## src/rtl/apb_master.sv

```systemverilog
// APB requester: turns one command into an APB transfer, one at a time.
// Define APB_TIMEOUT_EN to bound ACCESS wait states by TIMEOUT cycles.
module apb_master #(
  parameter int ADDR_W  = 8,
  parameter int DATA_W  = 8,
  parameter int TIMEOUT = 16
) (
  input  logic              pclk,
  input  logic              prst,
  input  logic              cmd_valid,
  output logic              cmd_ready,
  input  logic              cmd_write,
  input  logic [ADDR_W-1:0] cmd_addr,
  input  logic [DATA_W-1:0] cmd_wdata,
  output logic              rsp_valid,
  output logic [DATA_W-1:0] rsp_rdata,
  output logic              rsp_err,
  output logic [ADDR_W-1:0] paddr,
  output logic              pwrite,
  output logic [DATA_W-1:0] pwdata,
  output logic              psel,
  output logic              penable,
  input  logic [DATA_W-1:0] prdata,
  input  logic              pready,
  input  logic              pslverr
);

  if (TIMEOUT < 1) begin : g_bad_timeout
    $error("apb_master: TIMEOUT must be at least 1");
  end

  typedef enum logic [1:0] {
    IDLE,
    SETUP,
    ACCESS
  } state_t;

  state_t state, state_d;

  logic              psel_d, penable_d, pwrite_d;
  logic [ADDR_W-1:0] paddr_d;
  logic [DATA_W-1:0] pwdata_d;
  logic              rsp_valid_d, rsp_err_d;
  logic [DATA_W-1:0] rsp_rdata_d;

`ifdef APB_TIMEOUT_EN
  localparam int CW = $clog2(TIMEOUT + 1);
  localparam logic [CW-1:0] CLAST = CW'(TIMEOUT - 1);
  logic [CW-1:0] cnt, cnt_d;
`endif

  assign cmd_ready = (state == IDLE);

  always_comb begin
    state_d     = state;
    psel_d      = psel;
    penable_d   = penable;
    pwrite_d    = pwrite;
    paddr_d     = paddr;
    pwdata_d    = pwdata;
    rsp_valid_d = 1'b0;
    rsp_rdata_d = rsp_rdata;
    rsp_err_d   = rsp_err;
`ifdef APB_TIMEOUT_EN
    cnt_d       = cnt;
`endif
    case (state)
      IDLE: begin
        if (cmd_valid) begin
          paddr_d   = cmd_addr;
          pwrite_d  = cmd_write;
          pwdata_d  = cmd_wdata;
          psel_d    = 1'b1;
          penable_d = 1'b0;
          state_d   = SETUP;
        end
      end
      SETUP: begin
        penable_d = 1'b1;
        state_d   = ACCESS;
`ifdef APB_TIMEOUT_EN
        cnt_d     = '0;
`endif
      end
      ACCESS: begin
        if (pready) begin
          psel_d      = 1'b0;
          penable_d   = 1'b0;
          rsp_valid_d = 1'b1;
          rsp_err_d   = pslverr;
          if (!pwrite) rsp_rdata_d = prdata;
          state_d     = IDLE;
        end
`ifdef APB_TIMEOUT_EN
        else begin
          cnt_d = cnt + 1'b1;
          // this wait cycle brings the count to TIMEOUT
          if (cnt == CLAST) begin
            psel_d      = 1'b0;
            penable_d   = 1'b0;
            rsp_valid_d = 1'b1;
            rsp_err_d   = 1'b1;
            rsp_rdata_d = '0;
            state_d     = IDLE;
          end
        end
`endif
      end
      default: begin
        psel_d    = 1'b0;
        penable_d = 1'b0;
        state_d   = IDLE;
      end
    endcase
  end

  always_ff @(posedge pclk or posedge prst) begin
    if (prst) begin
      state     <= IDLE;
      psel      <= 1'b0;
      penable   <= 1'b0;
      pwrite    <= 1'b0;
      paddr     <= '0;
      pwdata    <= '0;
      rsp_valid <= 1'b0;
      rsp_rdata <= '0;
      rsp_err   <= 1'b0;
`ifdef APB_TIMEOUT_EN
      cnt       <= '0;
`endif
    end else begin
      state     <= state_d;
      psel      <= psel_d;
      penable   <= penable_d;
      pwrite    <= pwrite_d;
      paddr     <= paddr_d;
      pwdata    <= pwdata_d;
      rsp_valid <= rsp_valid_d;
      rsp_rdata <= rsp_rdata_d;
      rsp_err   <= rsp_err_d;
`ifdef APB_TIMEOUT_EN
      cnt       <= cnt_d;
`endif
    end
  end

endmodule

```

## config.mk

```make
export PLATFORM = sky130hd
export DESIGN_NAME = apb_master
export DESIGN_NICKNAME = d
export VERILOG_FILES = /design/src/rtl/apb_master.sv
export SDC_FILE = /design/constraint.sdc
export NUM_CORES = 1
export LEC_CHECK = 0
export ABC_AREA = 1
export BUFFER_PORTS_ARGS = -buffer_cell sky130_fd_sc_hd__buf_2
export CORE_MARGIN = 1.5
export CORE_UTILIZATION = 46
export CTS_BUF_LIST = sky130_fd_sc_hd__clkbuf_2 sky130_fd_sc_hd__clkbuf_4 sky130_fd_sc_hd__clkbuf_8
export DETAILED_ROUTE_END_ITERATION = 16
export GPL_ROUTABILITY_DRIVEN = 0
export PLACE_DENSITY_LB_ADDON = 0.25
export SKIP_LAST_GASP = 1
export SYNTH_ARGS = -nofsm -noshare
export SYNTH_HDL_FRONTEND = slang
export SYNTH_SLANG_ARGS = --single-unit
```

## constraint.sdc

```tcl
create_clock -name pclk -period 1.6 [get_ports pclk]
set_input_delay 0.08 -clock pclk [delete_from_list [all_inputs] [get_ports pclk]]
set_output_delay 0.08 -clock pclk [all_outputs]
set_load 0.01 [all_outputs]
```

==> key figures <==
Floorplanning
  – Die W: 54.10 um
  – # IOs: 60
  – Num rows: 18
  – Height of the die: 54.10 um
  – Die Area: 2927 sq um
  – Core Footprint: 2477 sq um
  – Starting density of the core: 48.48%

GRT
  – Initial antenna violation count: 0
  – Aggregate global-route resource usage: 23.60%
  – Vias in the first global route: 1116
  – Largest net degree at the start of global routing: 31
  – First-pass GRT wire length: 4.712 mm
  – Total congestion overflow: 0

STA
  – Finish-stage setup viols: 0
  – Clock Skews: 0.002449 ns
  – Tmin final: 1.327 ns
  – Final Cycle Share: 82.93%
  – Slew Viols, Final: 0
  – Slew HR: 75.22%
  – Setup tns final: 0 ns
  – Unrepaired setup endpoints after global routing: false
  – Final hold slack: 0.1859 ns
  – Hold Vio Cnt, Final: 0
  – FMAX: 753.7 MHz
  – Slew @ Worst Pin: 0.3718 ns

Finish
  – Seq. cell area: 750.7 sq um
  – # nets final: 252
  – Layout cells sized above 1: 32.58%
  – Multi-input gate area: 402.9 sq um
  – Fill count: 195
  – Area delta synth->final: 54.17%
  – N_diodes: 0

Drt
  – Final WL: 3.071 mm
  – Via/cell ratio: 4.781
  – Iteration count of the initial detailed-routing pass: 4
  – Post-DRT Antenna Nets: 0
  – DR iter-0 viols: 12
  – Drt drc: 0
  – Via count: 1200
  – DR WL/cell: 12.24 um

Critical path
  – Worst reg2reg path startpoint: penable
  – Critical path destination: cmd_ready
  – Crit path DAT: 1.25 ns
  – Worst setup EP type: primary output
  – Worst EP required: 1.52 ns
  – R2R depth: 5
  – Crit path max fanout: 9
  – R2R setup slack: 0.40 ns
  – R2R Path End: rsp_rdata[2]
  – CP startpoint kind: flop
  – Setup CP Type: reg -> out
  – Critical Path, Cell by Cell: nor2_4, buf_2
  – Critical path startpoint: state[0]
  – Crit path max-delay cell type: dfrtp_1
  – CP max stage delay: 0.47 ns

Logic synthesis
  – Total of warnings raised by yosys: 0
  – Area share of the largest cell type after synthesis: 62.50%
  – Syn Inst Count: 130
  – Syn Area/Cell: 9.240 sq um
  – Largest area contributor in the synthesized netlist: dfrtp_1
  – Net Count, Synth: 160
  – Ranking of synthesized cells by area: dfrtp_1, nand2_1, nand3_1
  – Sequential area share after synthesis: 62.50%
  – Synth Register Bits: 30
  – Yosys cell types: 13
  – Mapped cell area: 1201 sq um

CTS
  – Root buf cell: clkbuf_4
  – CTS clk-pin slew, worst paths: 0.08 ns
  – Post-CTS Repair Setup Buffers: 0
  – CTS Buf Count: 5
  – Max clock buf depth: 2
  – CTS sink count: 30
  – Post_cts resized: 0
  – CTS tree: done
  – Clock latency on the worst-skew pair: 0.32 ns
  – H-tree depth: 2

Power
  – Lkg Pwr: 1.051 nW
  – PD cells: 1649 nW/um^2
  – VDD IR max: 1143 uV

Placed design
  – PortBufs: 59
  – Hpwl dp: 1.867 mm

Run
  – MaxCap Viol Count: 0

Hold path
  – Hold Path Class: in -> reg

Status
  – Outcome: complete, no violations
[cell families (layout without fill, tap and decap cells)]
family / count (synthesis) / after routing / synth area share [%]
AND/OR/NAND/NOR: 89 / 89 / 32.71
AO/OA/AOI/OAI: 2 / 2 / 0.8334
buffers and inverters: 9 / 100 / 3.959
flip-flops: 30 / 30 / 62.50
[report_power, final]
group / internal (mW) / leakage [nW] / total (mW) / switching [mW]
clock: 0.198 / 0.0302 / 0.437 / 0.239
combinational: 0.529 / 0.649 / 1.30 / 0.772
sequential: 1.11 / 0.372 / 1.32 / 0.209
total: 1.83 / 1.05 / 3.05 / 1.22
[worst max-delay path: cells and delay by family (launching register included)]
kind	cells	cell delay, ns
flops	1	0.47
simple gates	1	0.27
buf+inv	1	0.19
[worst min-delay path by stage]
stage / end / depth (start not counted) / start / slack [ns]
2_1_floorplan: paddr[0] / 1 / prst / 0.17
3_3_place_gp: rsp_err / 3 / prst / 0.17
3_5_place_dp: rsp_rdata[6] / 3 / prst / 0.18
4_1_cts: pwdata[3] / 3 / cmd_valid / 0.16
5_1_grt: paddr[6] / 3 / cmd_valid / 0.17
6_report: paddr[7] / 3 / cmd_valid / 0.19
[synthesized netlist by cell type]
| library cell | number |
|---|---|
| nand2_4 | 1 |
| nand3_1 | 25 |
| nor2_4 | 2 |
| buf_4 | 1 |
| nand2_2 | 1 |
| inv_1 | 5 |
| buf_6 | 1 |
| o21ai_0 | 2 |
| nor2_1 | 1 |
| nor2_2 | 1 |
| buf_2 | 2 |
| dfrtp_1 | 30 |
| nand2_1 | 58 |
[sequential cells by signal, indices dropped and copies added, names as in the netlist]
name       count
paddr          8
penable        1
psel           1
pwdata         8
pwrite         1
rsp_err        1
rsp_rdata      8
rsp_valid      1
state          1
[through the flow]
| stage | instance area [sq um] | cells | setup WS, ns | total power [mW] | utilization, % |
|---|---|---|---|---|---|
| after floorplan | 1201 | 130 | 0.4787 | 2.061 | - |
| after global routing | 1852 | 251 | 0.1797 | 3.318 | 74.75 |
| after detailed placement | 1520 | 217 | 0.4145 | 2.579 | 61.36 |
| final | 1852 | 251 | 0.2732 | 3.053 | 74.75 |
| after CTS | 1852 | 251 | 0.2495 | 3.069 | 74.75 |
| after global placement | 1520 | 217 | 0.4512 | 2.526 | 61.36 |
[cell type report]
type                       instances  area share, %
inverter                           5          1.014
multi-input combinational         91          21.76
clock buffer                       6          2.770
timing repair buffer              89          31.89
tap                               30          2.027
sequential                        30          40.54
[layer usage]
metal | share of wire (%) | vias up | wire length (um) | GRT usage [%]
met4 | 2.6 | 0 | 81 | 16.25
met5 | 0 | - | 0 | 0
met2 | 51 | 44 | 1580 | 39.43
met3 | 5.7 | 10 | 176 | 6.667
met1 | 40 | 546 | 1232 | 25.77
li1 | - | 600 | - | -
[repair_timing]
action,CTS,global route
hold endpoints to repair,57,0
endpoints found under the setup margin,0,0
hold buffers,28,0
[cell usage in the layout, fill, tap and decap left out]
cell type and count:
nor2_1 1, clkbuf_4 5, inv_1 5, nand2_1 58, buf_4 2, dlygate4sd3_1 28
o21ai_0 2, clkbuf_8 1, buf_2 59, nor2_2 1, nor2_4 2, dfrtp_1 30
nand3_1 25, nand2_4 1, nand2_2 1
No activity file was read; power rests on OpenSTA's default activity.
